**src/rtl/mem_req_initiator.sv**
```systemverilog
// Requester side of the split memory interface: turns a pipeline load/store into
// one word-aligned byte-masked strobe, waits for mem_resp, and returns extended
// load data with an error flag. One transaction outstanding at a time.
// Optional build macro MEM_TIMEOUT_EN adds a WAIT-state watchdog of
// TIMEOUT_CYCLES cycles that abandons a transaction whose response never arrives.
module mem_req_initiator #(
    parameter int unsigned TIMEOUT_CYCLES = 256
) (
    input  logic        clk,
    input  logic        rst_n,
    input  logic        req_valid,
    output logic        req_ready,
    input  logic        req_we,
    input  logic [31:0] req_addr,
    input  logic [1:0]  req_size,
    input  logic        req_unsigned,
    input  logic [31:0] req_wdata,
    output logic        rsp_valid,
    output logic [31:0] rsp_rdata,
    output logic        rsp_err,
    output logic [31:0] mem_addr,
    output logic [3:0]  mem_rmask,
    output logic [3:0]  mem_wmask,
    output logic [31:0] mem_wdata,
    input  logic [31:0] mem_rdata,
    input  logic        mem_resp,
    input  logic        mem_error
);

    localparam int unsigned DATA_W = 32;
    localparam int unsigned MASK_W = 4;

    localparam logic [1:0] ST_IDLE  = 2'd0;
    localparam logic [1:0] ST_ISSUE = 2'd1;
    localparam logic [1:0] ST_WAIT  = 2'd2;

    localparam logic [1:0] SIZE_B = 2'b00;
    localparam logic [1:0] SIZE_H = 2'b01;
    localparam logic [1:0] SIZE_W = 2'b10;

    // A watchdog needs at least two distinct count values to be meaningful.
    if (TIMEOUT_CYCLES < 2) begin : g_bad_timeout
        $error("TIMEOUT_CYCLES must be at least 2");
    end

    logic [1:0]        state_q, state_d;
    logic [1:0]        lane_q, lane_d;
    logic [1:0]        size_q, size_d;
    logic              uns_q, uns_d;
    logic              we_q, we_d;
    logic              err_q, err_d;

    logic              req_ready_d;
    logic              rsp_valid_d;
    logic [DATA_W-1:0] rsp_rdata_d;
    logic              rsp_err_d;
    logic [DATA_W-1:0] mem_addr_d;
    logic [MASK_W-1:0] mem_rmask_d;
    logic [MASK_W-1:0] mem_wmask_d;
    logic [DATA_W-1:0] mem_wdata_d;

    logic              req_legal;
    logic [MASK_W-1:0] req_mask;
    logic [DATA_W-1:0] rd_shift;
    logic [DATA_W-1:0] load_data;

`ifdef MEM_TIMEOUT_EN
    localparam int unsigned CNT_W = $clog2(TIMEOUT_CYCLES);
    logic [CNT_W-1:0] cnt_q, cnt_d;
`endif

    // Request decode: alignment check and lane mask for the incoming request.
    always_comb begin
        req_legal = 1'b0;
        req_mask  = '0;
        unique case (req_size)
            SIZE_B: begin
                req_legal = 1'b1;
                req_mask  = MASK_W'(4'b0001 << req_addr[1:0]);
            end
            SIZE_H: begin
                req_legal = ~req_addr[0];
                req_mask  = MASK_W'(4'b0011 << req_addr[1:0]);
            end
            SIZE_W: begin
                req_legal = (req_addr[1:0] == 2'b00);
                req_mask  = 4'b1111;
            end
            default: begin
                req_legal = 1'b0;
                req_mask  = '0;
            end
        endcase
    end

    // Load alignment and sign/zero extension from the latched lane and size.
    always_comb begin
        rd_shift  = mem_rdata >> {lane_q, 3'b000};
        load_data = rd_shift;
        unique case (size_q)
            SIZE_B:  load_data = {{24{~uns_q & rd_shift[7]}}, rd_shift[7:0]};
            SIZE_H:  load_data = {{16{~uns_q & rd_shift[15]}}, rd_shift[15:0]};
            default: load_data = rd_shift;
        endcase
    end

    // Next-state and next-output logic.
    always_comb begin
        state_d     = state_q;
        lane_d      = lane_q;
        size_d      = size_q;
        uns_d       = uns_q;
        we_d        = we_q;
        err_d       = err_q;
        rsp_valid_d = 1'b0;
        rsp_err_d   = 1'b0;
        rsp_rdata_d = '0;
        mem_addr_d  = mem_addr;
        mem_wdata_d = mem_wdata;
        mem_rmask_d = '0;
        mem_wmask_d = '0;
`ifdef MEM_TIMEOUT_EN
        cnt_d       = cnt_q;
`endif

        unique case (state_q)
            ST_IDLE: begin
                if (req_valid && req_ready) begin
                    if (!req_legal) begin
                        // Rejected without touching memory; answer next cycle.
                        rsp_valid_d = 1'b1;
                        rsp_err_d   = 1'b1;
                    end else begin
                        state_d     = ST_ISSUE;
                        lane_d      = req_addr[1:0];
                        size_d      = req_size;
                        uns_d       = req_unsigned;
                        we_d        = req_we;
                        err_d       = 1'b0;
                        mem_addr_d  = {req_addr[31:2], 2'b00};
                        mem_wdata_d = req_wdata << {req_addr[1:0], 3'b000};
                        if (req_we) begin
                            mem_wmask_d = req_mask;
                        end else begin
                            mem_rmask_d = req_mask;
                        end
                    end
                end
            end
            ST_ISSUE: begin
                // Strobe is up this cycle; any mem_resp here is ignored.
                err_d   = err_q | mem_error;
                state_d = ST_WAIT;
`ifdef MEM_TIMEOUT_EN
                cnt_d   = '0;
`endif
            end
            ST_WAIT: begin
                if (mem_resp) begin
                    state_d     = ST_IDLE;
                    rsp_valid_d = 1'b1;
                    rsp_err_d   = err_q | mem_error;
                    rsp_rdata_d = (we_q || err_q || mem_error) ? '0 : load_data;
                end else begin
                    err_d = err_q | mem_error;
`ifdef MEM_TIMEOUT_EN
                    if (cnt_q == CNT_W'(TIMEOUT_CYCLES - 1)) begin
                        state_d     = ST_IDLE;
                        rsp_valid_d = 1'b1;
                        rsp_err_d   = 1'b1;
                    end else begin
                        cnt_d = cnt_q + CNT_W'(1);
                    end
`endif
                end
            end
            default: begin
                state_d = ST_IDLE;
            end
        endcase

        req_ready_d = (state_d == ST_IDLE);
    end

    // State and registered outputs; reset clears everything asynchronously.
    always_ff @(posedge clk or negedge rst_n) begin
        if (!rst_n) begin
            state_q   <= ST_IDLE;
            lane_q    <= '0;
            size_q    <= '0;
            uns_q     <= 1'b0;
            we_q      <= 1'b0;
            err_q     <= 1'b0;
            req_ready <= 1'b0;
            rsp_valid <= 1'b0;
            rsp_rdata <= '0;
            rsp_err   <= 1'b0;
            mem_addr  <= '0;
            mem_rmask <= '0;
            mem_wmask <= '0;
            mem_wdata <= '0;
        end else begin
            state_q   <= state_d;
            lane_q    <= lane_d;
            size_q    <= size_d;
            uns_q     <= uns_d;
            we_q      <= we_d;
            err_q     <= err_d;
            req_ready <= req_ready_d;
            rsp_valid <= rsp_valid_d;
            rsp_rdata <= rsp_rdata_d;
            rsp_err   <= rsp_err_d;
            mem_addr  <= mem_addr_d;
            mem_rmask <= mem_rmask_d;
            mem_wmask <= mem_wmask_d;
            mem_wdata <= mem_wdata_d;
        end
    end

`ifdef MEM_TIMEOUT_EN
    // WAIT-state watchdog counter.
    always_ff @(posedge clk or negedge rst_n) begin
        if (!rst_n) begin
            cnt_q <= '0;
        end else begin
            cnt_q <= cnt_d;
        end
    end
`endif

endmodule

```
**config.mk**
```make
export PLATFORM = sky130hd
export DESIGN_NAME = mem_req_initiator
export DESIGN_NICKNAME = d
export VERILOG_FILES = /design/src/rtl/mem_req_initiator.sv
export SDC_FILE = /design/constraint.sdc
export NUM_CORES = 1
export LEC_CHECK = 0
export BUFFER_PORTS_ARGS = -buffer_cell sky130_fd_sc_hd__buf_2
export CAP_MARGIN = 20
export CELL_PAD_IN_SITES_DETAIL_PLACEMENT = 0
export CELL_PAD_IN_SITES_GLOBAL_PLACEMENT = 2
export CORE_AREA = 2 2 156 128
export DETAILED_ROUTE_END_ITERATION = 7
export DIE_AREA = 0 0 158 130
export MAX_ROUTING_LAYER = met4
export PLACE_DENSITY_LB_ADDON = 0.1
export SYNTH_ARGS = -nofsm -noshare
export SYNTH_HDL_FRONTEND = slang
export SYNTH_SLANG_ARGS = --single-unit
```
**constraint.sdc**
```tcl
create_clock -name clk -period 1.95 [get_ports clk]
set_input_delay 0.0975 -clock clk [delete_from_list [all_inputs] [get_ports clk]]
set_output_delay 0.0975 -clock clk [all_outputs]
set_load 0.1 [all_outputs]
```
* Yosys cells after proc, flatten, opt, wreduce, memory -nomap -nowiden
Cells that the tools add are included.
** Storage, ports and cells
- Logic and storage cells :: 70
- Bits in registers :: 114
- Input port bits :: 105
** Cells by class
- Shift operators :: 4
- Mux-type cells :: 28
- Bitwise logic cells :: 5
- Equal/unequal tests :: 8
- Reductions and logical operators :: 11
** Operators with widths (count)
- $mux W32 :: 3
- $pmux W32 S2 :: 1
- $mux W4 :: 8
- $shl A32 B5 Y32 :: 1
- $shr A32 B5 Y32 :: 1
- $pmux W4 S3 :: 1
- $logic_not A2 Y1 :: 5
- $mux W1 :: 7
- $eq A2 B1 Y1 const B :: 3
- $mux W2 :: 3
- $ne A2 B2 Y1 const B :: 3
- $pmux W1 S3 :: 2
- $pmux W2 S3 :: 1
- $eq A2 B2 Y1 const B :: 2
- $pmux W1 S2 :: 2
- $reduce_and A4 Y1 :: 1
- $shl A1 B2 Y4 const A :: 1
- $shl A2 B2 Y4 const A :: 1
- $reduce_and A3 Y1 :: 1
- $reduce_bool A3 Y1 :: 1
- $and A1 B1 Y1 :: 2
- $logic_or A1 B1 Y1 :: 2
- $not A1 Y1 :: 2
- $logic_and A1 B1 Y1 :: 1
- $or A1 B1 Y1 :: 1

* Longest topological paths before layout
- Word-level depth :: 6
- Depth in mapped cells :: 7
- Depth with buffers taken out :: 6

* Worst setup path before layout
Ideal clock, no wire load.
- Path kind :: reg2reg
- Start :: register req_ready
- End :: register mem_addr[21]
- Path slack :: 66 ps
- Cell stages (with the launch flop) :: 6
- Buffers on the path :: 2
- Data required time :: 1830 ps
- Period minus slack after synthesis :: 1884 ps
- Arrival :: 1764 ps
- Cells stage by stage :: dfrtp_1 > o2111ai_4 > buf_6 > buf_2 > nand2_1 > nand2_1
** On the way
- Word-level cells in the longest chain between the ends :: 2
** RTL lines
- from (decl) :: line 12 : output logic req_ready,
- from (signal assigned) :: line 209 : req_ready <= req_ready_d;
- $logic_and A1 B1 Y1 :: line 128 : if (req_valid && req_ready) begin
- $reduce_and A3 Y1 (no line)
- to (signal assigned) :: line 213 : mem_addr <= mem_addr_d;
- to (decl) :: line 21 : output logic [31:0] mem_addr,
No other way between the ends.
A chain may end at the register's enable or synchronous reset.

* Worst setup path after layout
- Start :: register lane_q[0]
- End :: register rsp_rdata[23]
** On the way
- Word-level cells in the longest chain between the ends :: 6
** RTL lines
- from (decl) :: line 47 : logic [1:0] lane_q, lane_d;
- from (signal assigned) :: line 204 : lane_q <= lane_d;
- $shr A32 B5 Y32 (*) :: line 98 : rd_shift = mem_rdata >> {lane_q, 3'b000};
- $and A1 B1 Y1, on equally long branches :: line 102, 101
- $pmux W32 S2 (*) :: line 100 : unique case (size_q)
- $mux W32 (*) :: line 163 : rsp_rdata_d = (we_q || err_q || mem_error) ? '0 : load_data;
- $mux W32 (*) :: line 159 : if (mem_resp) begin
- $mux W32 (*) :: line 126 : unique case (state_q)
- via rsp_rdata_d[23] :: line 55 : logic [DATA_W-1:0] rsp_rdata_d;
- to (signal assigned) :: line 211 : rsp_rdata <= rsp_rdata_d;
- to (decl) :: line 19 : output logic [31:0] rsp_rdata,
The timed path passes the listed nets; every way through them passes the cells marked *.

==> results_dict.tcl <==
set metrics [dict create \
    status "completed" \
    drtIter0Drc 228 \
    syn_area_sq_um 5239 \
    min_path_type "in2reg" \
    worstPathCellList "buf_4 -> mux2i_1 -> o211ai_1 -> o2111ai_1 -> o21ai_0" \
    path_class "reg2reg" \
    portBuffers 209 \
    final_cell_mix "buf_2, nand2_1, dfrtp_1, dlygate4sd3_1, mux2i_1" \
    clk_latency_ps 410 \
    crit_path_start_kind "flip-flop" \
    nets 906 \
    ys_types 45 \
    row_count 46 \
    synth_top_area_frac 0.5445 \
    yosysWarnings 0 \
    power_density_nw_per_um2 1834 \
    synthAdderAreaFrac 0.009553 \
    clockPowerShare 0.220 \
    filler_cell_count 2019 \
    syn-mean-instance-area_sq_um 9.701 \
    yosys.area.top_type "dfrtp_1" \
    tightest_slew_ps 724.3 \
    fin_tns_setup_ps 0 \
    synth_cells 540 \
    grt_pass1_wl_microns 26300 \
    synth-compound-area-share 0.1247 \
    drc 0 \
    start_util 0.2725 \
    worstPathArrival_ps 2000 \
    area_delta_synth_final_pct 46.31 \
    seqPwrFrac 0.246 \
    dr.pass1.iters 4 \
    die-area_sq_um 20540 \
    vias 4778 \
    vdd_drop_max_uv 906.0 \
    power_leakage_uw 0.004123 \
    required_ps 2200 \
    fin_ws_ps 201.7 \
    maxSlewHeadroom 0.5154 \
    cpMaxStageDelayCell "dfrtp_1" \
    rsz0062_at_grt "false" \
    wl_per_cell_microns 15.57 \
    intPower_uw 6381 \
    drive_gt1_frac 0.3304 \
    p_comb_frac 0.534 \
    synth-xor-area-share 0 \
    antenna_cells 0 \
    multiInputGateArea_sq_um 2183 \
    max_freq_mhz 572.0 \
    cap_violations 0 \
    htreeDepth 4 \
    grt_remaining_overflow 0 \
    synth_seq_area_share 0.5445 \
    numCtsBuffers 17 \
    ff_latch_area_sq_um 2853 \
    slew_viol_final 0 \
    die_h_microns 130 \
    fin_skew_ps 5.326 \
    cts_root_buf "clkbuf_16" \
    core_sq_um 19220 \
    cts.sinks 114 \
    postPlaceCellArea_sq_um 6584 \
    hpwlAfterDp_microns 11890 \
    ys_top_cells_by_area "dfrtp_1, nand2_1, mux2i_1" \
    post-place-ws_ps 187.0 \
    power.switching_uw 7678 \
    cts_tree "done" \
    final_common_cell "buf_2" \
    path_clk_slew_ps 50 \
    fin_crit_ps 1748 \
    slowest_delay_ps 410 \
    fin_area_sq_um 7665 \
    routed_wl_microns 16690 \
    antenna_found_initial 0 \
    die_w_microns 158 \
    ios 212 \
    yosys.area_share.simple 0.1949 \
    grt_pass1_vias 4885 \
    fin_crit_sh 0.8966 \
    swShare 0.5461 \
    muxShareOfSynthArea 0.08598 \
    viasPerCell 4.457 \
    cts_buffer_depth 2 \
    synth_top_family_by_area "simple AND/OR/NAND/NOR gates" \
    cp-end-kind "flip-flop" \
    ys_ff_latch 114 \
    setup_viol 0 \
    hold_viol 0 \
    ant_nets 0 \
    cts_setup_buffers 0 \
    grt_max_degree 58 \
    path_max_fanout 18 \
    gp_congestion 0.7694 \
    track_usage 0.1737 \
]
-- kinds of logic after synthesis --
kind of cell	after synthesis
AOI/OAI and AO/OA	96
DFF	114
and+or+nand+nor	240
other	1
muxes	44
buffers and inverters	41
adders and majority gates	4
-- repair_timing --
| item | in CTS | in global routing |
|---|---|---|
| endpoints found under the hold margin | 83 | 0 |
| hold buffers | 50 | 0 |
| gates resized for setup | 0 | 0 |
-- critical path, delay by kind of cell, from the launching register on --
kind	cells	cell delay, ps
AO/OA/AOI/OAI	3	590
buffers and inverters	1	280
flip-flops	1	410
multiplexers	1	310
-- cell usage after synthesis, drive strengths merged --
| cell type | n |
|---|---|
| conb | 1 |
| inv | 3 |
| a31oi | 1 |
| nand3 | 10 |
| and2 | 7 |
| dfrtp | 114 |
| nand2b | 2 |
| o21bai | 1 |
| o31a | 1 |
| clkbuf | 10 |
| mux2i | 36 |
| a211oi | 16 |
| nor2b | 12 |
| nor3b | 2 |
| o2111a | 2 |
| nand4bb | 2 |
| o211ai | 9 |
| buf | 28 |
| ha | 4 |
| nor2 | 26 |
| o21a | 3 |
| nand3b | 1 |
| or2 | 1 |
| nand4 | 1 |
| o2111ai | 2 |
| a21oi | 18 |
| o21ai | 24 |
| o31ai | 8 |
| a2bb2oi | 1 |
| nor3 | 4 |
| o22ai | 1 |
| a21o | 8 |
| nand2 | 170 |
| and3 | 2 |
| o311ai | 1 |
| mux2 | 8 |
-- final timing paths --
kind | from | endpoint | slack (ps) | depth (start not counted)
max | lane_q[0] | rsp_rdata[23] | 200 | 5
min | req_size[1] | size_q[1] | 30 | 3
max reg2reg | lane_q[0] | rsp_rdata[23] | 200 | 5
min reg2reg | mem_addr[30] | mem_addr[30] | 460 | 2
max in group asynchronous | rst_n | mem_wdata[2] | 1060 | 3
min in group asynchronous | rst_n | mem_rmask[2] | 190 | 2
-- flip-flops by register name, indices dropped and copies added, names as in the netlist --
signal     cells
size_q         2
we_q           1
mem_addr      30
rsp_valid      1
mem_wmask      4
lane_q         2
rsp_rdata     32
mem_rmask      4
mem_wdata     32
req_ready      1
err_q          1
rsp_err        1
state_q        2
uns_q          1
-- layout make-up --
cell class | instances | area share
Multi-Input combinational cell | 386 | 0.2849
Tap cell | 264 | 0.04310
Sequential cell | 114 | 0.3722
Clock buffer | 25 | 0.06595
Inverter | 3 | 0.001469
Timing Repair Buffer | 275 | 0.2227
Clock inverter | 5 | 0.009794
-- routing by layer --
layer  global-route usage  vias up  wire length [microns]
met3              0.04882       14                    980
met1               0.2251     2295                   7899
met5                    -        -                      0
li1                     -     2333                      -
met4              0.04928        0                    176
met2               0.2673      136                   7632
-- stage by stage --
| step | hold WS [ps] | total power [uW] | cells | util |
|---|---|---|---|---|
| finish | 33.59 | 14060 | 1072 | 0.3987 |
| CTS | 19.19 | 14210 | 1072 | 0.3987 |
| detailed placement | 80.03 | 10980 | 992 | 0.3425 |
| floorplan | -198.1 | 9591 | 541 | - |
| global route | 44.85 | 14770 | 1072 | 0.3987 |
| global placement | 80.81 | 10950 | 992 | 0.3425 |
-- power by group through the flow --
| stage | logic [uW] | registers (uW) | clock network, uW |
|---|---|---|---|
| global route | 7910 | 3560 | 3300 |
| finish | 7510 | 3460 | 3090 |
| floorplan | 1550 | 8040 | 0 |
| detailed placement | 7490 | 3480 | 0 |
| global placement | 7470 | 3480 | 0 |
| CTS | 7570 | 3470 | 3170 |
No activity file was read; power rests on OpenSTA's default activity.
